===== src/rtl/bunch_strobe_seq.sv =====
// rtl/bunch_strobe_seq.sv - bunch strobe sequencer driving an I/Q integrator
// Optional feature: define BUNCH_STROBE_TRIG_SYNC_EN to add a two-flop trig synchronizer.
`timescale 1ns/1ps
module bunch_strobe_seq #(
  parameter int DLY_W = 8,
  parameter int WID_W = 6
) (
  input  logic             clk,
  input  logic             rst,
  input  logic             trig,
  input  logic [DLY_W-1:0] start_dly,
  input  logic [WID_W-1:0] strb_width,
  input  logic [DLY_W-1:0] gap_len,
  input  logic [1:0]       n_bunch,
  output logic             bunch_strb,
  output logic             dac_cond,
  output logic [1:0]       bunch_idx,
  output logic             int_valid,
  output logic             busy,
  output logic             trig_missed
);

  localparam int CNT_W = (DLY_W > WID_W) ? DLY_W : WID_W;

  localparam logic [2:0] S_IDLE   = 3'd0;
  localparam logic [2:0] S_DELAY  = 3'd1;
  localparam logic [2:0] S_STROBE = 3'd2;
  localparam logic [2:0] S_GAP    = 3'd3;
  localparam logic [2:0] S_SETTLE = 3'd4;
  localparam logic [2:0] S_CLEAR  = 3'd5;

  logic [2:0]       state, state_n;
  logic [CNT_W-1:0] cnt, cnt_n;
  logic [1:0]       idx_n;
  logic [WID_W-1:0] wid_l, wid_n;
  logic [DLY_W-1:0] gap_l, gap_n;
  logic [1:0]       nb_l, nb_n;
  logic             trig_in;
  logic             trig_d;
  logic             trig_edge;

`ifdef BUNCH_STROBE_TRIG_SYNC_EN
  logic trig_s1, trig_s2;

  // Two-flop synchronizer; preset high so a trig held across reset is not an edge
  always_ff @(posedge clk or posedge rst) begin
    if (rst) begin
      trig_s1 <= 1'b1;
      trig_s2 <= 1'b1;
    end else begin
      trig_s1 <= trig;
      trig_s2 <= trig_s1;
    end
  end

  assign trig_in = trig_s2;
`else
  assign trig_in = trig;
`endif

  // Edge-detect history; preset high so a trig held high through reset release never starts a sequence
  always_ff @(posedge clk or posedge rst) begin
    if (rst) trig_d <= 1'b1;
    else     trig_d <= trig_in;
  end

  assign trig_edge = trig_in & ~trig_d;

  // Next-state, counter and bunch-index logic
  always_comb begin
    state_n = state;
    cnt_n   = cnt;
    idx_n   = bunch_idx;
    wid_n   = wid_l;
    gap_n   = gap_l;
    nb_n    = nb_l;
    case (state)
      S_IDLE: begin
        if (trig_edge) begin
          wid_n = (strb_width == '0) ? WID_W'(1) : strb_width;
          gap_n = (gap_len == '0) ? DLY_W'(1) : gap_len;
          nb_n  = n_bunch;
          idx_n = 2'd0;
          if (start_dly == '0) begin
            state_n = S_STROBE;
            cnt_n   = CNT_W'(wid_n) - CNT_W'(1);
          end else begin
            state_n = S_DELAY;
            cnt_n   = CNT_W'(start_dly) - CNT_W'(1);
          end
        end
      end
      S_DELAY: begin
        if (cnt == '0) begin
          state_n = S_STROBE;
          cnt_n   = CNT_W'(wid_l) - CNT_W'(1);
        end else begin
          cnt_n = cnt - CNT_W'(1);
        end
      end
      S_STROBE: begin
        if (cnt == '0) begin
          if (bunch_idx < nb_l) begin
            state_n = S_GAP;
            cnt_n   = CNT_W'(gap_l) - CNT_W'(1);
          end else begin
            state_n = S_SETTLE;
            cnt_n   = CNT_W'(1);
          end
        end else begin
          cnt_n = cnt - CNT_W'(1);
        end
      end
      S_GAP: begin
        if (cnt == '0) begin
          state_n = S_STROBE;
          idx_n   = bunch_idx + 2'd1;
          cnt_n   = CNT_W'(wid_l) - CNT_W'(1);
        end else begin
          cnt_n = cnt - CNT_W'(1);
        end
      end
      S_SETTLE: begin
        if (cnt == '0) begin
          state_n = S_CLEAR;
          cnt_n   = '0;
        end else begin
          cnt_n = cnt - CNT_W'(1);
        end
      end
      S_CLEAR: begin
        state_n = S_IDLE;
        cnt_n   = '0;
      end
      default: begin
        state_n = S_IDLE;
        cnt_n   = '0;
      end
    endcase
  end

  // State, counters and latched sequence parameters
  always_ff @(posedge clk or posedge rst) begin
    if (rst) begin
      state     <= S_IDLE;
      cnt       <= '0;
      bunch_idx <= 2'd0;
      wid_l     <= '0;
      gap_l     <= '0;
      nb_l      <= 2'd0;
    end else begin
      state     <= state_n;
      cnt       <= cnt_n;
      bunch_idx <= idx_n;
      wid_l     <= wid_n;
      gap_l     <= gap_n;
      nb_l      <= nb_n;
    end
  end

  // Registered outputs decoded from the next state so they align with the state they describe
  always_ff @(posedge clk or posedge rst) begin
    if (rst) begin
      bunch_strb  <= 1'b0;
      dac_cond    <= 1'b0;
      int_valid   <= 1'b0;
      busy        <= 1'b0;
      trig_missed <= 1'b0;
    end else begin
      bunch_strb  <= (state_n == S_STROBE);
      dac_cond    <= (state_n == S_CLEAR);
      int_valid   <= (state_n == S_SETTLE) && (cnt_n == '0);
      busy        <= (state_n != S_IDLE);
      trig_missed <= trig_edge && (state != S_IDLE);
    end
  end

endmodule

===== config.mk =====
export PLATFORM = sky130hd
export DESIGN_NAME = bunch_strobe_seq
export DESIGN_NICKNAME = d
export VERILOG_FILES = /design/src/rtl/bunch_strobe_seq.sv
export SDC_FILE = /design/constraint.sdc
export NUM_CORES = 1
export LEC_CHECK = 0
export BUFFER_PORTS_ARGS = -buffer_cell sky130_fd_sc_hd__buf_2
export CAP_MARGIN = 25
export CORE_UTILIZATION = 25
export DETAILED_ROUTE_END_ITERATION = 7
export MAX_ROUTING_LAYER = met4
export PLACE_DENSITY = 0.37
export RECOVER_POWER = 100
export SLEW_MARGIN = 20
export SYNTH_ARGS = -nofsm -noshare
export SYNTH_HDL_FRONTEND = slang
export SYNTH_SLANG_ARGS = --single-unit

===== constraint.sdc =====
create_clock -name clk -period 3.1 [get_ports clk]
set_clock_uncertainty 0.2 [all_clocks]
set_input_delay 0.31 -clock clk [delete_from_list [all_inputs] [get_ports clk]]
set_output_delay 0.31 -clock clk [all_outputs]
set_load 0.01 [all_outputs]

==> metrics.md, run 1 <==
| Metric | Value |
|---|---|
| DRT Pass-1 Iters | `4` |
| Place WS | `0.212 ns` |
| Ratio of cells with drive above 1 in the final layout | `17.2%` |
| Routability cong. | `0.832` |
| Setup total negative slack | `0 ns` |
| Initial core utilization | `25.7%` |
| VDD IR max | `0.249 mV` |
| Post-Route WL | `6790 µm` |
| Num CTS Buffers | `5` |
| Count of final setup violators | `0` |
| Commonest cells after routing, fill and taps aside | `55 x nand2_1, 34 x dfrtp_1, 26 x o21ai_0, 25 x buf_2, 23 x nor2_1` |
| Core Rows | `35` |
| Synth Flop Type | `dfrtp_1` |
| Root buf cell | `clkbuf_8` |
| Final hold slack | `0.00268 ns` |
| Clk_lat worst skew | `0.29 ns` |
| Cell Pwr Density | `869 mW/mm²` |
| Initial antenna violation count | `0` |
| Leak Pwr | `1.23 nW` |
| Kind of path behind the tightest hold check | `input port to flip-flop` |
| Mapped Avg Cell Area | `8.16 µm²` |
| Slew headroom | `37.9%` |
| Worst EP arrival | `2.87 ns` |
| Global Route Usage Sum | `14.9%` |
| Largest net degree at the start of global routing | `36` |
| Critical-path cell list | `inv_1 > ha_1 > or4b_1 > o211ai_1 > o22ai_1 > a211o_1 > and4b_2 > nand4bb_1 > nor4_2` |
| Cell Area, Synth | `0.00237 mm²` |
| Number of synthesized flops with an enable pin | `0` |
| Crit start category | `flip-flop` |
| Slowest CP cell | `or4b_1` |
| Fin crit share | `92.7%` |
| Top delay family on crit path | `simple AND/OR/NAND/NOR gates` |
| Core ar. | `0.00920 mm²` |
| First-pass GRT wire length | `10900 µm` |
| Setup bufs post-CTS | `0` |
| WL per Instance | `15.2 µm` |
| Diodes inserted | `0` |
| Max-cap violations | `0` |
| Initial DRC Count | `170` |
| Vias | `2202` |
| Syn nets | `323` |
| Tmin final | `2.87 ns` |
| Worst-path fanout max | `8` |
| Unrepaired setup endpoints after global routing | `false` |
| CP peak stage delay | `0.60 ns` |
| Non-Filler Instances | `448` |
| Num ports | `34` |
| Status | `finished clean` |
| Crit path capture type | `flip-flop` |
| DRC | `0` |
| Die width | `99.3 µm` |
| # nets final | `369` |
| Commonest non-fill, non-tap cell in the layout | `nand2_1` |
| Overflow after GRT | `0` |
| Synth Instances | `290` |
| Die footprint | `0.00986 mm²` |
| Fin. max-slew vios | `0` |
| Cell variety after synth | `50` |
| Peak Freq | `348 MHz` |
| CTS tree | `yes` |
| H-Tree Depth | `2` |
| Synth Register Bits | `35` |
| Via density | `4.92` |
| Vias in the first global route | `2061` |
| Final WS setup | `0.227 ns` |
| Cell count after placement | `438` |
| DP HPWL | `5230 µm` |
| Filler instances | `1031` |
| Slew at the pin with the worst max-slew slack | `0.931 ns` |
| Clk buf depth | `2` |
| Routed Antenna Nets | `0` |
| P&R area growth vs syn | `19.7%` |
| Ys Warns | `0` |
| I/O Buffers | `33` |
| Post-synthesis sequential area ratio | `37.1%` |
| Crit path buffers/inverters | `1` |
| Critical path class | `flip-flop to flip-flop` |
| Worst-path clk slew | `0.08 ns` |
| Hold Fails Final Rpt | `0` |
| Async set-reset flop share out of synthesis | `100%` |
| CTS Sinks | `35` |
| Die height | `99.3 µm` |
| Crit path required time | `3.09 ns` |
-- layer usage --
| layer | global-route usage (%) | wire length, µm |
|---|---|---|
| met1 | 20.6 | 3330 |
| met5 | - | 0 |
| met3 | 2.39 | 296 |
| met4 | 3.05 | 50 |
| met2 | 23.0 | 3110 |
-- worst reg2reg max path: cells and delay by family, from the launching register on --
kind,cells,cell delay (ns)
simple gates,4,1.15
compound gates,3,0.72
flops,1,0.43
fa+ha+maj,1,0.21
buf+inv,1,0.08
-- final cells by class --
| type | count | area (µm²) | share of cell area (%) |
|---|---|---|---|
| Multi-Input combinational cell | 230 | 1370 | 48.5 |
| Timing Repair Buffer | 49 | 270 | 9.54 |
| Inverter | 15 | 56.3 | 1.99 |
| Clock buffer | 6 | 82.6 | 2.92 |
| Clock inverter | 2 | 35.0 | 1.24 |
| Sequential cell | 35 | 877 | 31.0 |
| Tap cell | 111 | 139 | 4.90 |
-- cell usage after synthesis, types with 2 or more instances --
library cell,instances,share of area (%)
a31oi_1,3,0.79
dfrtp_1,34,36
ha_1,6,3.2
or3b_2,3,1.1
o22ai_1,2,0.53
nand3_1,8,1.7
buf_6,2,0.95
nor2_1,24,3.8
mux2i_1,2,0.85
nand3b_1,2,0.63
nor3b_1,5,1.6
o211ai_1,5,1.6
xnor2_1,10,3.7
a211oi_1,2,0.63
a32o_1,2,0.85
nand2_1,55,8.7
nor3_1,13,2.7
a21oi_1,12,2.5
or3_1,5,1.3
a2bb2oi_1,2,0.74
clkbuf_1,6,0.95
o21ai_0,26,5.5
or4_1,3,0.95
nor4_1,4,1.1
xor2_1,9,3.3
inv_1,15,2.4
nand2b_1,6,1.6
or4_4,2,0.95
-- where the power goes --
part           total, mW  internal [mW]  leakage (nW)  switching, mW
combinational       1.16          0.503         0.737          0.656
clock              0.437          0.260        0.0612          0.177
sequential         0.865          0.654         0.427          0.212
-- worst paths after layout --
kind / startpoint / to / slack, ns / cells after the start
worst max-delay path: cnt[0] / int_valid / 0.23 / 9
worst min-delay path: n_bunch[0] / nb_l[0] / 0.003 / 3
worst max register to register: cnt[0] / int_valid / 0.23 / 9
worst min register to register: nb_l[0] / nb_l[0] / 0.30 / 2
max in group asynchronous: rst / cnt[6] / 1.48 / 4
min in group asynchronous: rst / nb_l[0] / 0.64 / 4
-- through the flow --
stage	cell area [µm²]	utilization, %	total power [mW]
floorplan	2370	-	1.65
global placement	2720	29.5	2.09
detailed placement	2720	29.5	2.06
CTS	2850	31.0	2.51
global route	2830	30.8	2.67
finish	2830	30.8	2.46
-- kinds of logic (layout without fill, tap and decap cells) --
group,Yosys count,count (layout),synth area share (%)
xor gates and xnor gates,19,19,7.03
DFF,35,35,37.1
buffers and inverters,25,72,4.92
muxes,3,3,1.32
and+or+nand+nor,139,139,30.0
adders and majority gates,6,6,3.17
AOI/OAI and AO/OA,63,63,16.5
-- what timing repair did --
action / in CTS / in global routing
endpoints found under the hold margin: 35 / 0
setup endpoints to repair: 0 / 1
hold buffers: 2 / 0
gates resized for setup: 0 / 1
-- flip-flops by register name, indices dropped and copies added (netlist names), 2 cells and up --
| register | cells |
|---|---|
| wid_l | 6 |
| state | 3 |
| gap_l | 8 |
| nb_l | 2 |
| bunch_idx | 2 |
| cnt | 8 |
No activity file was read; power rests on OpenSTA's default activity.
==> run 2, diff against run 1 <==
--- a/config.mk
+++ b/config.mk
@@ -5,12 +5,13 @@
 export SDC_FILE = /design/constraint.sdc
 export NUM_CORES = 1
 export LEC_CHECK = 0
-export BUFFER_PORTS_ARGS = -buffer_cell sky130_fd_sc_hd__buf_2
 export CAP_MARGIN = 25
+export CORE_MARGIN = 4
 export CORE_UTILIZATION = 25
 export DETAILED_ROUTE_END_ITERATION = 7
+export DONT_BUFFER_PORTS = 1
 export MAX_ROUTING_LAYER = met4
-export PLACE_DENSITY = 0.37
+export PLACE_DENSITY = 0.34
 export RECOVER_POWER = 100
 export SLEW_MARGIN = 20
 export SYNTH_ARGS = -nofsm -noshare
==> metrics.md, run 2 (synthesis gave the netlist of run 1 again) <==
| Metric | Value |
|---|---|
| Status | `finished, violations left` |
| Failing checks | `capacitance limit, slew limit` |
| Initial antenna violation count | `0 (unchanged)` |
| CTS Sinks | `35 (unchanged)` |
| Crit path capture type | `flip-flop` |
| Die height | `105 µm (+6.0%)` |
| Fin crit share | `91.6% (-1.0 points)` |
| Commonest cells after routing, fill and taps aside | `55 x nand2_1, 34 x dfrtp_1, 26 x o21ai_0, 24 x nor2_1, 16 x dlygate4sd3_1` |
| Routed Antenna Nets | `0 (unchanged)` |
| DRT Pass-1 Iters | `4 (unchanged)` |
| Post-route cell area | `0.00281 mm² (-0.97%)` |
| Critical path class | `flip-flop to flip-flop` |
| Cell Pwr Density | `836 mW/mm² (-3.8%)` |
| CTS tree | `yes` |
| Leak Pwr | `1.15 nW (-6.0%)` |
| Cell count after placement | `423 (-3.4%)` |
| Hold Fails Final Rpt | `0 (unchanged)` |
| Clk_lat worst skew | `0.29 ns (about the same)` |
| Placed Area | `0.00258 mm² (-4.8%)` |
| Vias | `2145 (-2.6%)` |
| Die footprint | `0.0111 mm² (+12%)` |
| Die width | `105 µm (+6.0%)` |
| Routability cong. | `0.831 (-0.18%)` |
| Final WS setup | `0.259 ns (+0.0324 ns)` |
| Post-Route WL | `7250 µm (+6.7%)` |
| Diodes inserted | `0 (unchanged)` |
| Setup total negative slack | `0 ns (unchanged)` |
| DRC | `0 (unchanged)` |
| P&R area growth vs syn | `18.6%` |
| Initial DRC Count | `104 (-39%)` |
| Num ports | `34 (unchanged)` |
| Max-cap violations | `1 (+1)` |
| Worst-path fanout max | `11 (+3)` |
| Commonest non-fill, non-tap cell in the layout | `nand2_1` |
| Initial core utilization | `25.6% (-0.12 points)` |
| Root buf cell | `clkbuf_8` |
| Filler instances | `995 (-3.5%)` |
| Slew headroom | `-36.7% (-75 points)` |
| # nets final | `350 (-5.1%)` |
| Num CTS Buffers | `5 (unchanged)` |
| Non-Filler Instances | `447 (-0.22%)` |
| Clk buf depth | `2 (unchanged)` |
| Fin. max-slew vios | `36 (+36)` |
| I/O Buffers | `0 (-100%)` |
| Place WS | `0.261 ns (+0.0489 ns)` |
| WL per Instance | `16.2 µm (+7.0%)` |
| Kind of path behind the tightest hold check | `input port to flip-flop` |
| First-pass GRT wire length | `11800 µm (+7.6%)` |
| Crit path required time | `3.06 ns (-0.03 ns)` |
| Vias in the first global route | `2206 (+7.0%)` |
| Worst-path clk slew | `0.08 ns (about the same)` |
| VDD IR max | `0.297 mV (+19%)` |
| Largest net degree at the start of global routing | `36 (unchanged)` |
| Biggest regs | `cnt: 8 flops, gap_l: 8 flops, wid_l: 6 flops` |
| DP HPWL | `5660 µm (+8.2%)` |
| Count of final setup violators | `0 (unchanged)` |
| H-Tree Depth | `2 (unchanged)` |
| Unrepaired setup endpoints after global routing | `false` |
| Worst EP arrival | `2.80 ns (-0.07 ns)` |
| Slew at the pin with the worst max-slew slack | `2.05 ns (+1.12 ns)` |
| Global Route Usage Sum | `13.7% (-1.2 points)` |
| Crit start category | `flip-flop` |
| Core ar. | `0.00924 mm² (+0.48%)` |
| Final hold slack | `0.0131 ns (+0.0104 ns)` |
| Core Rows | `35 (unchanged)` |
| Ratio of cells with drive above 1 in the final layout | `8.81% (-8.4 points)` |
| Peak Freq | `352 MHz (+1.1%)` |
| Tmin final | `2.84 ns (-0.0324 ns)` |
| Via density | `4.80 (-2.4%)` |
| Setup bufs post-CTS | `0 (unchanged)` |
| Overflow after GRT | `0 (unchanged)` |
-- run 2: changes by cell type in the layout (fill, tap and decap cells not counted), sizes merged --
cell,delta
clkinv,+2
buf,-28
dlygate4sd3,+14
clkbuf,-6
bufinv,-1
-- run 2: metrics by stage --
step | util (%) | power [mW]
2_1_floorplan | - | 1.65
3_3_place_gp | 28.0 | 2.08
3_5_place_dp | 28.0 | 2.04
4_1_cts | 30.6 | 2.40
5_1_grt | 30.4 | 2.56
6_report | 30.4 | 2.34
-- run 2: where the power goes --
group          internal [mW]  total [mW]  switching, mW  leakage, nW
Sequential             0.654       0.894          0.240        0.427
Clock                  0.154       0.334          0.180       0.0477
Combinational          0.495        1.12          0.621        0.678
Total                   1.30        2.34           1.04         1.15
-- run 2: critical path: stages (launching register included) --
cell	delay, ns
dfrtp_1	0.43
inv_1	0.08
ha_1	0.22
or4b_1	0.51
nor2_1	0.31
buf_12	0.17
nand2_1	0.10
o21ai_0	0.23
a31oi_1	0.06
o311ai_0	0.11
clkbuf_1	0.22
nor4_2	0.07
-- run 2: per-layer routing --
| metal | up-vias | routed length, µm | global-route usage, % | share of wire [%] |
|---|---|---|---|---|
| met5 | - | 0 | - | 0 |
| met2 | 44 | 3420 | 21.5 | 47 |
| met1 | 1015 | 3450 | 17.9 | 48 |
| met4 | 0 | 58 | 3.47 | 0.80 |
| li1 | 1076 | - | - | - |
| met3 | 10 | 327 | 3.00 | 4.5 |
-- run 2: path summary, 6_finish.rpt --
path / to / depth (start not counted) / slack, ns / startpoint
setup reg to reg: int_valid / 11 / 0.26 / cnt[0]
min in group asynchronous: nb_l[0] / 3 / 0.99 / rst
max in group asynchronous: cnt[3] / 3 / 0.53 / rst
hold reg to reg: nb_l[0] / 2 / 0.30 / nb_l[0]
hold / removal: gap_l[0] / 2 / 0.01 / gap_len[0]
setup / recovery: int_valid / 11 / 0.26 / cnt[0]
-- run 2: repair_timing --
| action | in CTS | in global routing |
|---|---|---|
| gates resized for setup | 0 | 1 |
| endpoints found under the hold margin | 49 | 0 |
| endpoints found under the setup margin | 0 | 1 |
| hold buffers | 16 | 0 |
-- run 2: area by class of cell --
type / instances / area, µm² / area share [%]
multi-input cells: 230 / 1370 / 48.9
inverters: 15 / 56.3 / 2.01
clock inverters: 3 / 15.0 / 0.535
clock buffers: 5 / 68.8 / 2.45
repair buffers: 30 / 255 / 9.10
flip-flops and latches: 35 / 877 / 31.3
well taps: 129 / 161 / 5.75
==> run 3, diff against run 2 <==
--- a/config.mk
+++ b/config.mk
@@ -6,6 +6,7 @@
 export NUM_CORES = 1
 export LEC_CHECK = 0
 export CAP_MARGIN = 25
+export CORE_ASPECT_RATIO = 1.2
 export CORE_MARGIN = 4
 export CORE_UTILIZATION = 25
 export DETAILED_ROUTE_END_ITERATION = 7
==> metrics.md, run 3 (synthesis gave the netlist of run 1 again) <==
| Metric | Value |
|---|---|
| Status | `finished, violations left` |
| Failing checks | `capacitance limit, slew limit` |
| Unrepaired setup endpoints after global routing | `false` |
| I/O Buffers | `0 (unchanged)` |
| Biggest regs | `cnt: 8 flops, gap_l: 8 flops, wid_l: 6 flops` |
| Kind of path behind the tightest hold check | `input port to flip-flop` |
| VDD IR max | `0.353 mV (+19%)` |
| DP HPWL | `5690 µm (+0.45%)` |
| Filler instances | `1013 (+1.8%)` |
| Cell Pwr Density | `839 mW/mm² (+0.44%)` |
| Count of final setup violators | `0 (unchanged)` |
| Initial DRC Count | `120 (+15%)` |
| Fin. max-slew vios | `36 (unchanged)` |
| Worst-path fanout max | `7 (-4)` |
| Highest Signal Layer | `met4` |
| Gate power share | `47.3% (-0.3 points)` |
| Ratio of cells with drive above 1 in the final layout | `9.09% (+0.29 points)` |
| Root buf cell | `clkbuf_8` |
| Max-cap violations | `1 (unchanged)` |
| Via density | `4.95 (+3.1%)` |
| P&R area growth vs syn | `18.1%` |
| Vias | `2171 (+1.2%)` |
| CTS Sinks | `35 (unchanged)` |
| Cell count after placement | `414 (-2.1%)` |
| Critical path class | `flip-flop to flip-flop` |
| Global Route Usage Sum | `14.0% (+0.38 points)` |
| Die width | `96.8 µm (-8.1%)` |
| Clock power frac | `14.1% (about the same)` |
| Core ar. | `0.00913 mm² (-1.2%)` |
| Initial core utilization | `25.9% (+0.31 points)` |
| Net Sw Frac | `44.1% (-0.34 points)` |
| Hold Fails Final Rpt | `0 (unchanged)` |
| Met3 routed WL | `211 µm (-35%)` |
| H-Tree Depth | `2 (unchanged)` |
| Peak Freq | `341 MHz (-3.1%)` |
| Worst EP arrival | `2.92 ns (+0.12 ns)` |
| Leak Pwr | `1.16 nW (+0.24%)` |
| DRT Pass-1 Iters | `4 (unchanged)` |
| Slew at the pin with the worst max-slew slack | `1.98 ns (-0.0673 ns)` |
| Num ports | `34 (unchanged)` |
| Num CTS Buffers | `5 (unchanged)` |
| Setup bufs post-CTS | `0 (unchanged)` |
| Setup total negative slack | `0 ns (unchanged)` |
| # nets final | `351 (+0.29%)` |
| Commonest cells after routing, fill and taps aside | `55 x nand2_1, 34 x dfrtp_1, 26 x o21ai_0, 23 x nor2_1, 17 x dlygate4sd3_1` |
| Metal-1 WL | `3240 µm (-5.9%)` |
| Clk buf depth | `2 (unchanged)` |
| Core Rows | `38 (+8.6%)` |
| Register share of total power | `38.6% (+0.5 points)` |
| Setup slack, reg-to-reg | `0.17 ns (-0.09 ns)` |
| DR WL met2 | `3610 µm (+5.6%)` |
| Largest net degree at the start of global routing | `36 (unchanged)` |
| Die footprint | `0.0111 mm² (about the same)` |
| Post-route cell area | `0.00280 mm² (-0.36%)` |
| DRC | `0 (unchanged)` |
| Vias in the first global route | `2302 (+4.4%)` |
| Net switching power | `1.03 mW (-0.69%)` |
| CTS tree | `yes` |
| Clk_lat worst skew | `0.29 ns (about the same)` |
| Initial antenna violation count | `0 (unchanged)` |
| Crit start category | `flip-flop` |
| Routed Antenna Nets | `0 (unchanged)` |
| Pint | `1.31 mW (+0.70%)` |
| Routability cong. | `0.838 (+0.84%)` |
| Non-Filler Instances | `439 (-1.8%)` |
| Die height | `115 µm (+8.8%)` |
| Crit path required time | `3.09 ns (+0.03 ns)` |
| Commonest non-fill, non-tap cell in the layout | `nand2_1` |
| Fin crit share | `94.6% (+2.9 points)` |
| Placed Area | `0.00256 mm² (-0.92%)` |
| WL per Instance | `16.7 µm (+2.9%)` |
| Crit path capture type | `flip-flop` |
| Post-Route WL | `7330 µm (+1.1%)` |
| Slew headroom | `-32.2% (+4.5 points)` |
| Diodes inserted | `0 (unchanged)` |
| First-pass GRT wire length | `12000 µm (+2.3%)` |
| Worst-path clk slew | `0.08 ns (about the same)` |
| Tmin final | `2.93 ns (+0.0908 ns)` |
| Overflow after GRT | `0 (unchanged)` |
==> run 3: cell types whose count changed in the layout (fill, tap and decap cells not counted), sizes merged <==
cell,previous run,this run
buf,8,9
clkbuf,11,10
dlygate4sd3,16,17
==> run 3: path summary, 6_finish.rpt <==
| path | from | cells past startpoint | endpoint |
|---|---|---|---|
| max | cnt[0] | 10 | int_valid |
| min | strb_width[0] | 2 | wid_l[0] |
| max reg2reg | cnt[0] | 10 | int_valid |
| min reg2reg | nb_l[0] | 2 | nb_l[0] |
| max in group asynchronous | rst | 3 | cnt[0] |
| min in group asynchronous | rst | 3 | nb_l[1] |
==> run 3: layout make-up <==
cell class	count	area [µm²]	share of cell area [%]
inverters	15	56.3	2.01
flip-flops and latches	35	877	31.4
well taps	120	150	5.37
clock inverters	3	15.0	0.537
repair buffers	31	256	9.18
clock buffers	5	68.8	2.46
multi-input cells	230	1370	49.1
==> run 3: per-stage QoR <==
stage | power, mW | hold WS [ns] | utilization (%) | setup slack (ns)
3_3_place_gp | 2.06 | 0.115 | 28.1 | 0.301
6_report | 2.35 | 0.0468 | 30.6 | 0.168
3_5_place_dp | 2.02 | 0.115 | 28.1 | 0.182
2_1_floorplan | 1.65 | 0.114 | - | 0.478
4_1_cts | 2.38 | 0.0438 | 30.8 | 0.180
5_1_grt | 2.56 | 0.0436 | 30.6 | 0.0121
==> run 3: per-layer routing <==
layer	global-route usage [%]	vias to the layer above
li1	-	1072
met1	17.0	1032
met2	23.2	50
met3	2.07	17
met4	6.27	0
met5	-	-
==> run 3: power by group through the flow <==
stage	Clock (mW)	Combinational [mW]	Sequential (mW)
finish	0.330	1.11	0.906
global placement	0	1.14	0.922
floorplan	0	0.839	0.815
detailed placement	0	1.10	0.916
global route	0.365	1.25	0.946
CTS	0.347	1.12	0.909
==> run 3: critical path, cell delays in order, from the launching register on <==
cell and delay, ns:
dfrtp_1 0.43, inv_1 0.08, ha_1 0.21, or4b_1 0.49, buf_4 0.18, o211ai_1 0.31
o22ai_1 0.12, a211o_1 0.24, and4b_2 0.27, nand4bb_1 0.13, nor4_2 0.17
==> run 3: timing repair <==
| item | 4_1_cts | 5_1_grt |
|---|---|---|
| setup endpoints to repair | 0 | 1 |
| hold buffers | 17 | 0 |
| resized for setup | 0 | 1 |
| endpoints found under the hold margin | 50 | 0 |
